===== src/rtl/apb_sat_counter.sv =====
// Saturating statistics counter with synchronous clear; an increment in the
// clearing cycle leaves the count at 1.
module apb_sat_counter #(
    parameter int CNT_WIDTH = 16
) (
    input  logic                 clk,
    input  logic                 rst,
    input  logic                 inc,
    input  logic                 clr,
    output logic [CNT_WIDTH-1:0] count
);

    always_ff @(posedge clk or posedge rst) begin
        if (rst) begin
            count <= '0;
        end else if (clr) begin
            count <= inc ? CNT_WIDTH'(1) : '0;
        end else if (inc && count != '1) begin
            count <= count + CNT_WIDTH'(1);
        end
    end

endmodule


===== config.mk =====
export PLATFORM = sky130hd
export DESIGN_NAME = apb_sat_counter
export DESIGN_NICKNAME = d
export VERILOG_FILES = /design/src/rtl/apb_sat_counter.sv
export SDC_FILE = /design/constraint.sdc
export NUM_CORES = 1
export LEC_CHECK = 0
export CAP_MARGIN = 20
export CORE_AREA = 2 2 52 54
export DETAILED_ROUTE_END_ITERATION = 16
export DIE_AREA = 0 0 54 56
export DONT_BUFFER_PORTS = 1
export PLACE_DENSITY = 0.51
export SYNTH_ARGS = -nofsm -noshare
export SYNTH_HDL_FRONTEND = slang
export SYNTH_SLANG_ARGS = --single-unit

===== constraint.sdc =====
create_clock -name clk -period 2.5 [get_ports clk]
set_input_delay 0.375 -clock clk [delete_from_list [all_inputs] [get_ports clk]]
set_output_delay 0.375 -clock clk [all_outputs]
set_load 0.02 [all_outputs]

=== Yosys cells after proc, flatten, opt, wreduce, memory -nomap -nowiden ===
Cells that the tools add are included.

* $add $sub $neg: 1
* Multiply operators: 0
* Divide/modulo/power cells: 0
* Order comparisons: 0
* Equal/unequal tests: 1
* Shift operators: 0
* Muxes and demuxes: 3
* Bitwise logic cells: 0
* Reductions and logical operators: 2

{| class="wikitable"
|+ Operators with widths
! operator !! number
|-
| $mux W16 || 2
|-
| $add A16 B1 Y16 const B || 1
|-
| $ne A16 B16 Y1 const B || 1
|-
| $reduce_bool A2 Y1 || 1
|-
| $logic_and A1 B1 Y1 || 1
|-
| $mux W1 || 1
|}

* Register bits after elaboration: 16
* Latch bits: 0
* Bits in writable memories: 0
* Memory bits (read-only): 0
* Input bits: 4
* Output and inout port bits: 16
* Logic and storage cells: 8
* Memories: 0

=== Longest topological paths before layout ===
Gate-level depths: netlist of run 1.

* Depth after elaboration: 4
* Gate-level depth with buffers: 5
* Mapped depth without buffers: 5

=== Worst setup path after synthesis of run 1 ===
OpenSTA, ideal clock, no wires.

* Path type: register to register
* Start point: reg count[0]
* End point: reg count[12]
* Setup time: 0.078 ns
* Arrival time: 1.776 ns
* Required time: 2.422 ns
* Path slack: 0.646 ns
* Stages on the path, launching flop included: 6
* Buffers on the path: 0
* Clock period less this slack: 1.854 ns
* Cell sequence: dfrtp_1 ha_1 nand4_4 or3_4 or3_1 a21oi_1

* Longest elaborated chain between the ends: 3
* Elaborated cells between the ends (all ways): 6
* Those cells by class: add/sub (1); eq/ne (1); mux (2); reduce/logical (2)

{| class="wikitable"
|+ RTL lines
! what !! line !! RTL
|-
| start: declaration || 10 || <nowiki>output logic [CNT_WIDTH-1:0] count</nowiki>
|-
| start signal: assignment || 17 || <nowiki>count <= inc ? CNT_WIDTH'(1) : '0;</nowiki>
|-
| start signal: assignment || 19 || <nowiki>count <= count + CNT_WIDTH'(1);</nowiki>
|-
| $add A16 B1 Y16 / $ne A16 B16 Y1 (equally long branches) || 19, 18 ||
|-
| $mux W16 / $logic_and A1 B1 Y1 (equally long branches) || 18 || <nowiki>end else if (inc && count != '1) begin</nowiki>
|-
| $mux W16 / $reduce_bool A2 Y1 (equally long branches) || -- ||
|}

Parallel ways exist; a longest one is shown, timed or not. The select of a mux whose other input is x is not followed.
A chain may end at the register's enable or synchronous reset.

=== Worst setup path after layout of run 1 ===
* Start point: reg count[0]
* End point: reg count[1]

Same word-level chain as after synthesis.

==> summary by stage, run 1 <==
Drt
After detailed routing, the number of vias per cell comes to about 6.2. The post-route antenna net violation count is 0. After detailed routing, the number of remaining DRC violations is 0. For this block, the routed nets add up to 2.17 mm of wire. After the first detailed-routing iteration, the DRC count stood at 18. The first TritonRoute pass finished after 4 iterations.

The average routed wire per standard cell is approximately 17 µm. Detailed routing inserted a total of 805 vias.

Global route
The global routing stage identified its most utilized layer as met2. Entering global routing, the biggest net connects 18 pins. The first global-routing pass estimated 3.56 mm of wire. The met3 demand-to-capacity share in global routing is 0.0484.

The total global routing track utilization is 0.156. Summed over all layers, the global routing overflow is 0. In the global route stage, met2 resource usage came out at 0.237. The via count of the first global-routing pass was 751. The number of antenna violations at the first check in global routing is 0. For met1 alone, demand over resource in global routing was 0.209.

Clock tree
The clock root buffer is sky130_fd_sc_hd__clkbuf_4. Once the clock tree was built, the resizer swapped 0 gates to a different size. The CTS tree is yes. The H-tree depth reported by CTS is 1. Clock-pin slew was measured on the worst setup and hold paths at 100 ps.

The sink count of the clock tree is 16. In this run the post-CTS setup repair buffer count came out at 0. The buffer depth of the longest clock path is 2. The number of buffers inserted for hold repair after clock tree synthesis is 0. The TritonCTS buffer count is 3. For the worst-skew pair, the clock arrives at the later sink with an insertion delay of 290 ps.

Critical path
The worst setup path is of the flip-flop to flip-flop kind. The kind of end point of the critical path is a flip-flop. The number of cells on the worst reg-to-reg path is 5. At the worst endpoint, the required time is 2690 ps.

In this run the critical register-to-register path is launched from count[0]. The largest fanout of any net on the critical path is 9. In this run the register-to-register setup slack is about 500 ps. The endpoint identified for the worst register-to-register timing path is count[1]. The worst setup path is launched from a flip-flop.

For the worst setup path, the data arrival time is 2190 ps.

Die
The number of placement rows is 18. From bottom edge to top edge, the die measures 56 µm. The core region is 2430 µm². The initial core utilization is 0.380.

The width of the die is 54 µm. Pin placement for this block handled 20 I/O pins. The area of the die is 3020 µm².

Run
Max-cap violations in this run came to 0.

Synth
In the synthesized netlist the dominant register cell turns out to be sky130_fd_sc_hd__dfrtp_1. The total nets after synthesis is 101. A synthesized cell averages 9.63 µm². In this run, synthesis inferred 0 flip-flops with an integrated enable. After synthesis, the netlist uses 31 different library cells. The flip-flop and latch count after synthesis is 16. Counting every instance in the synthesized netlist gives 96. The total of warnings raised by yosys is 0.

Of the synthesized area, sequential elements account for 0.433. In the synthesized netlist the async set-or-reset flop fraction comes to 1.00. After synthesis the cells add up to 925 µm².

Min path
In this run the worst hold path is classified as input port to async pin.

STA
The timing-limited maximum frequency is 0.501 GHz. Dividing the final minimum period by the clock period gives 0.799. The worst setup skew after layout is 3.62 ps. The number of max-slew violations in the final report came to 0. Measured against its own limit, the worst slew margin works out to 0.565.

The number of endpoints with negative hold slack in the final report came to 0. Setup repair after global routing left no endpoint under its margin. The time the final worst path needs with I/O delays and setup is 2000 ps. After routing, the total negative slack on setup checks comes to 0 ps. The final-layout worst hold slack is 51.7 ps.

For the pin with the worst max-slew slack, the measured transition is 651 ps. The final count of negative-setup-slack endpoints is 0.

Final layout
The diode insertion count for antenna repair is 0. Compared with the post-synthesis result, the final layout area differs by 7.98%. More flip-flops sit in one register than any other, and that register is count. Measured on the finished design, the core utilization comes to 0.410.

The number of nets in the layout is 105. Summing all multi-input logic gate instances after layout gives 502 µm². The largest registers in the layout are count: 16 flops.

The proportion of layout cells with a drive suffix above 1 is 0.111. In the final layout, flip-flops and latches occupy 400 µm². The final instance count without filler cells is about 130. The filler cells instantiated in the layout total 250.

The register with the most flip-flops in the layout has 16 of them. With fillers left out, the area of the finished cells amounts to between 900 and 1000 µm².

Placed design
The final estimated routing congestion in global placement is 0.758. Detailed placement finished with a half-perimeter wire length of 1.52 mm. The count of input and output buffers is 0. In this run, placement finished with an instance count of 125. The placed cell area is 962 µm².

Power
Dividing total power by cell area gives a power density of 477 nW/µm². The peak ir drop on the vdd network is 0.000295 V. The leakage component of the power is between 0.0003 and 0.0004 µW.

Outcome
The run finished with clean final reports.
-- worst max-delay path by stage --
stage / start / end / slack, ps / cells after the start
6_report: count[0] / count[1] / 500 / 5
5_1_grt: count[0] / count[1] / 360 / 5
4_1_cts: count[0] / count[1] / 480 / 5
3_5_place_dp: count[0] / count[1] / 510 / 5
3_3_place_gp: count[0] / count[1] / 560 / 5
2_1_floorplan: count[0] / count[12] / 650 / 5
-- synthesized netlist by cell type (all sizes together) (3+ instances only) --
library cell,instances,share of area
inv,4,0.016
or4,5,0.041
nor2,3,0.012
or3,6,0.046
o21ai,5,0.027
nand4,6,0.057
nand2,8,0.032
o31ai,6,0.049
nor3,3,0.022
nand3,4,0.022
a21oi,11,0.060
dfrtp,16,0.43
-- placed cells by master (no fill, tap or decap) --
cell type / count
sky130_fd_sc_hd__a211oi_1: 2
sky130_fd_sc_hd__a21oi_1: 11
sky130_fd_sc_hd__and2_1: 2
sky130_fd_sc_hd__and3_1: 2
sky130_fd_sc_hd__and4_1: 2
sky130_fd_sc_hd__buf_4: 1
sky130_fd_sc_hd__clkbuf_4: 3
sky130_fd_sc_hd__clkbuf_8: 1
sky130_fd_sc_hd__dfrtp_1: 16
sky130_fd_sc_hd__ha_1: 1
sky130_fd_sc_hd__inv_1: 4
sky130_fd_sc_hd__mux2i_1: 1
sky130_fd_sc_hd__nand2_1: 8
sky130_fd_sc_hd__nand2b_1: 1
sky130_fd_sc_hd__nand3_1: 4
sky130_fd_sc_hd__nand3b_1: 1
sky130_fd_sc_hd__nand4_1: 5
sky130_fd_sc_hd__nand4_4: 1
sky130_fd_sc_hd__nor2_1: 3
sky130_fd_sc_hd__nor3_1: 2
sky130_fd_sc_hd__nor3_2: 1
sky130_fd_sc_hd__o211ai_1: 1
sky130_fd_sc_hd__o21ai_0: 2
sky130_fd_sc_hd__o21ai_1: 3
sky130_fd_sc_hd__o31ai_1: 6
sky130_fd_sc_hd__o41ai_2: 1
sky130_fd_sc_hd__o41ai_4: 1
sky130_fd_sc_hd__or3_1: 5
sky130_fd_sc_hd__or3_4: 1
sky130_fd_sc_hd__or3b_2: 1
sky130_fd_sc_hd__or4_1: 5
sky130_fd_sc_hd__xor2_1: 1
-- cell type report --
type                       count  share of cell area
clock buffer                   4              0.0363
inverter                       4              0.0150
multi-input combinational     74               0.503
sequential                    16               0.401
tap                           30              0.0376
timing repair buffer           1             0.00752
-- cells by family (layout without fill, tap and decap cells) --
kind of cell             count (synthesis)  in the layout  synth area share
XOR/XNOR                                 1              1           0.00947
adder cells (fa/ha/maj)                  1              1            0.0135
buffers and inverters                    6              9            0.0243
flip-flops                              16             16             0.433
AO/OA/AOI/OAI                           27             27             0.207
multiplexers                             1              1            0.0108
AND/OR/NAND/NOR                         44             44             0.302
-- through the flow --
stage                     total power (µW)  worst slack (ps)
after floorplan                        304               646
after global placement                 307               558
after detailed placement               307               506
after CTS                              487               485
after global routing                   506               358
final                                  477               503
-- power breakdown --
part / leakage [µW] / total, µW / switching, µW / internal [µW]
sequential: 0.000220 / 276 / 12.5 / 263
clock: 0.0000210 / 175 / 86.7 / 88.7
combinational: 0.000137 / 25.6 / 15.8 / 9.78
total: 0.000378 / 477 / 115 / 362
-- critical path, cell delays in order, from the launching register on --
cell	delay [ps]
sky130_fd_sc_hd__dfrtp_1	530
sky130_fd_sc_hd__ha_1	290
sky130_fd_sc_hd__nand4_4	160
sky130_fd_sc_hd__o41ai_4	630
sky130_fd_sc_hd__mux2i_1	240
sky130_fd_sc_hd__nor2_1	50
-- layer usage --
metal  vias up  share of wire
met2        28           0.48
met5         -              0
met1       391           0.44
li1        384              -
met3         2          0.072
met4         0         0.0069
Note: power is estimated with default switching activity, not from simulation.
==> run 2: changes to the inputs <==
Settings changed: PLACE_DENSITY 0.51 to 0.53.
Clock period 2.5 ns to 1.74 ns, I/O delays scaled along.
==> summary by stage, run 2 (synthesis results as in run 1) <==
Placed design
The count of input and output buffers came to 0 (unchanged). The final estimated routing congestion in global placement was 0.748 (-1.3%). The instance count after placement with tap cells included is 145 (+16%).

The HPWL after detailed placement is 1.74 mm (+15%).

Critical path
The slack of the worst reg-to-reg path came to 70 ps (-430 ps). The data required time of the worst path is 1970 ps (-720 ps). The startpoint identified for the worst register-to-register timing path is count[0]. The startpoint type of the worst setup path is a flip-flop. The number of cell instances on the worst register-to-register path is 5 (unchanged). The largest individual stage delay along the critical path comes from the cell sky130_fd_sc_hd__or3_4. STA classifies the critical path endpoint as a flip-flop. Walking the worst path, the cells encountered are ha_4 -> nand4_4 -> or3_4 -> or3_1 -> a21oi_2. The data arrival time of the critical path is 1900 ps (-290 ps). Following the worst setup path forward leads to its endpoint at count[12].

The critical setup path kind is flip-flop to flip-flop. The endpoint identified for the worst register-to-register timing path is count[12]. The critical path's largest stage delay is 430 ps (-200 ps). The startpoint of the most critical setup path is count[0]. The largest fanout of any net on the critical path is 4 (-5).

Die
The area of the die is 3020 µm² (unchanged). The total I/O pin count came to 20 (unchanged). The width of the die came to 54 µm (unchanged). The height of the die is 56 µm (unchanged). The initial core utilization was 0.380 (unchanged). The number of placement rows came to 18 (unchanged). The core region area is 2430 µm² (unchanged).

Run
The number of max-cap violations is 0 (unchanged).

Global route
The total global routing track utilization is 0.183 (+0.0275). The number of antenna violations at the first check in global routing is 0 (unchanged). The global-route layer with the greatest usage is met2. The via count of the first global-routing pass is 875 (+17%).

The global routing met2 resource utilization came to 0.275 (+0.0383). The global-route wire length before repair is 4.09 mm (+15%). The met1 capacity usage during global routing is 0.244 (+0.0344).

The aggregate global routing overflow was 0 (unchanged). The largest net degree at the start of global routing was 18 (unchanged). The met3 demand-to-capacity share in global routing is 0.0376 (-0.0108).

Power
The total power after layout is 715 µW (+50%). The leakage component of the power is 0.000501 µW (+32%). The power density over cell area was 581 nW/µm² (+22%). The peak ir drop on the vdd network is 0.000462 V (+56%).

Final layout
The top cell types in the final layout, fill and taps aside, are sky130_fd_sc_hd__buf_4 (24), sky130_fd_sc_hd__dfrtp_1 (13), sky130_fd_sc_hd__nand2_1 (8), sky130_fd_sc_hd__o31ai_1 (6), sky130_fd_sc_hd__a21oi_1 (6). The final instance count without filler cells is 153 (+19%). The area growth from synthesis to layout is 33.0%. The proportion of layout cells with a drive suffix above 1 is 0.382 (+0.271). In the final layout, the registers with the most flip-flops are count: 16 flops.

The number of fill cells came to 247 (-1.2%). The register with the highest flop count is count. The flip-flop count of the largest register, all copies and words added is 16 (unchanged). The leading cell type in the layout, fill and taps excluded is sky130_fd_sc_hd__buf_4. The number of nets in the layout came to 129 (+23%). The diode insertion count for antenna repair is 0 (unchanged).

STA
The number of max-slew violations in the final report was 0 (unchanged). The final count of negative-setup-slack endpoints was 0 (unchanged). The actual transition at the worst max-transition pin came to 622 ps (-28.8 ps). The worst setup skew after layout is 8.01 ps (+4.39 ps).

The remaining max-slew budget at the tightest pin is 0.585 (+0.0192). The part of the cycle the worst path needs came to 0.960 (+0.162). The time the final worst path needs with I/O delays and setup was 1670 ps (-326 ps). The timing-limited maximum frequency is 0.599 GHz (+20%).

The number of endpoints with negative hold slack in the final report is 0 (unchanged).

Drt
The number of iterations in the first detailed-routing pass came to 5 (+1). The number of violations reported at the end of detailed-routing iteration 0 is 12 (-6). The average routed wire per standard cell is 15.5 µm (-7.6%). The via count of the routed design is 879 (+9.2%). The post-route antenna net violation count is 0 (unchanged). The final wirelength was 2.37 mm (+9.6%).

The number of DRC violations after detailed routing came to 0 (unchanged). The detail-routed via count per cell is 5.75 (-7.9%).

Clock tree
The sink count of the clock tree is 16 (unchanged). The H-tree depth reported by CTS is 1 (unchanged). TritonCTS built the clock tree. The buffer depth of the longest clock path is 2 (unchanged). The CTS clock-pin slew for the worst setup and hold paths is 110 ps (about the same). The number of buffers inserted for hold repair after clock tree synthesis was 1 (+1). The worst-skew pair later-pin latency is 290 ps (about the same). Clock tree synthesis selected as its root buffer the cell sky130_fd_sc_hd__clkbuf_4. The TritonCTS buffer count came to 3 (unchanged).

Outcome
The flow ran to the end, and the final reports show no timing, DRC or antenna violations.

Min path
The path category of the worst min-delay check is input port to flip-flop.
[run 2: how the worst min path moves through the flow]
stage	start	endpoint	cells past startpoint
after floorplan	rst	count[10]	1
after global placement	rst	count[14]	1
after detailed placement	rst	count[14]	1
after CTS	clr	count[9]	1
after global routing	clr	count[11]	1
final	clr	count[9]	1
[run 2: metal layers]
| layer | share of wire | vias up |
|---|---|---|
| li1 | - | 424 |
| met1 | 0.44 | 420 |
| met2 | 0.49 | 31 |
| met3 | 0.059 | 4 |
| met4 | 0.018 | 0 |
| met5 | 0 | - |
[run 2: timing repair]
action,CTS,global route
setup buffers,0,3
endpoints found under the hold margin,16,5
gates resized for setup,0,11
setup endpoints to repair,0,8
[run 2: metrics by stage]
stage | util | setup slack (ps) | setup TNS [ps] | hold WS, ps | cell area [µm²]
floorplan | - | 15.5 | 0 | 175 | 940
global placement | 0.463 | 56.3 | 0 | 268 | 1130
detailed placement | 0.463 | 26.4 | 0 | 272 | 1130
CTS | 0.483 | 2.26 | 0 | 7.81 | 1170
global route | 0.506 | -14.9 | -16.5 | -2.17 | 1230
finish | 0.506 | 69.3 | 0 | 5.47 | 1230
[run 2: final cells by class]
class	instances	area (µm²)	area share
multi-input combinational	74	547	0.445
sequential	16	404	0.329
timing repair buffer	25	190	0.155
tap	30	37.5	0.0305
clock buffer	4	36.3	0.0295
inverter	4	15.0	0.0122
[run 2: where the power goes]
part           total, µW  leakage [µW]  switching (µW)  internal, µW
clock                257     0.0000210             130           127
sequential           386      0.000216            6.84           380
combinational       71.5      0.000263            39.5          32.0
[run 2: critical path: cells and delay by family, from the launching register on]
family / cells / cell delay, ps
adders and majority gates: 1 / 160
DFF: 1 / 400
AOI/OAI and AO/OA: 1 / 140
and+or+nand+nor: 3 / 910
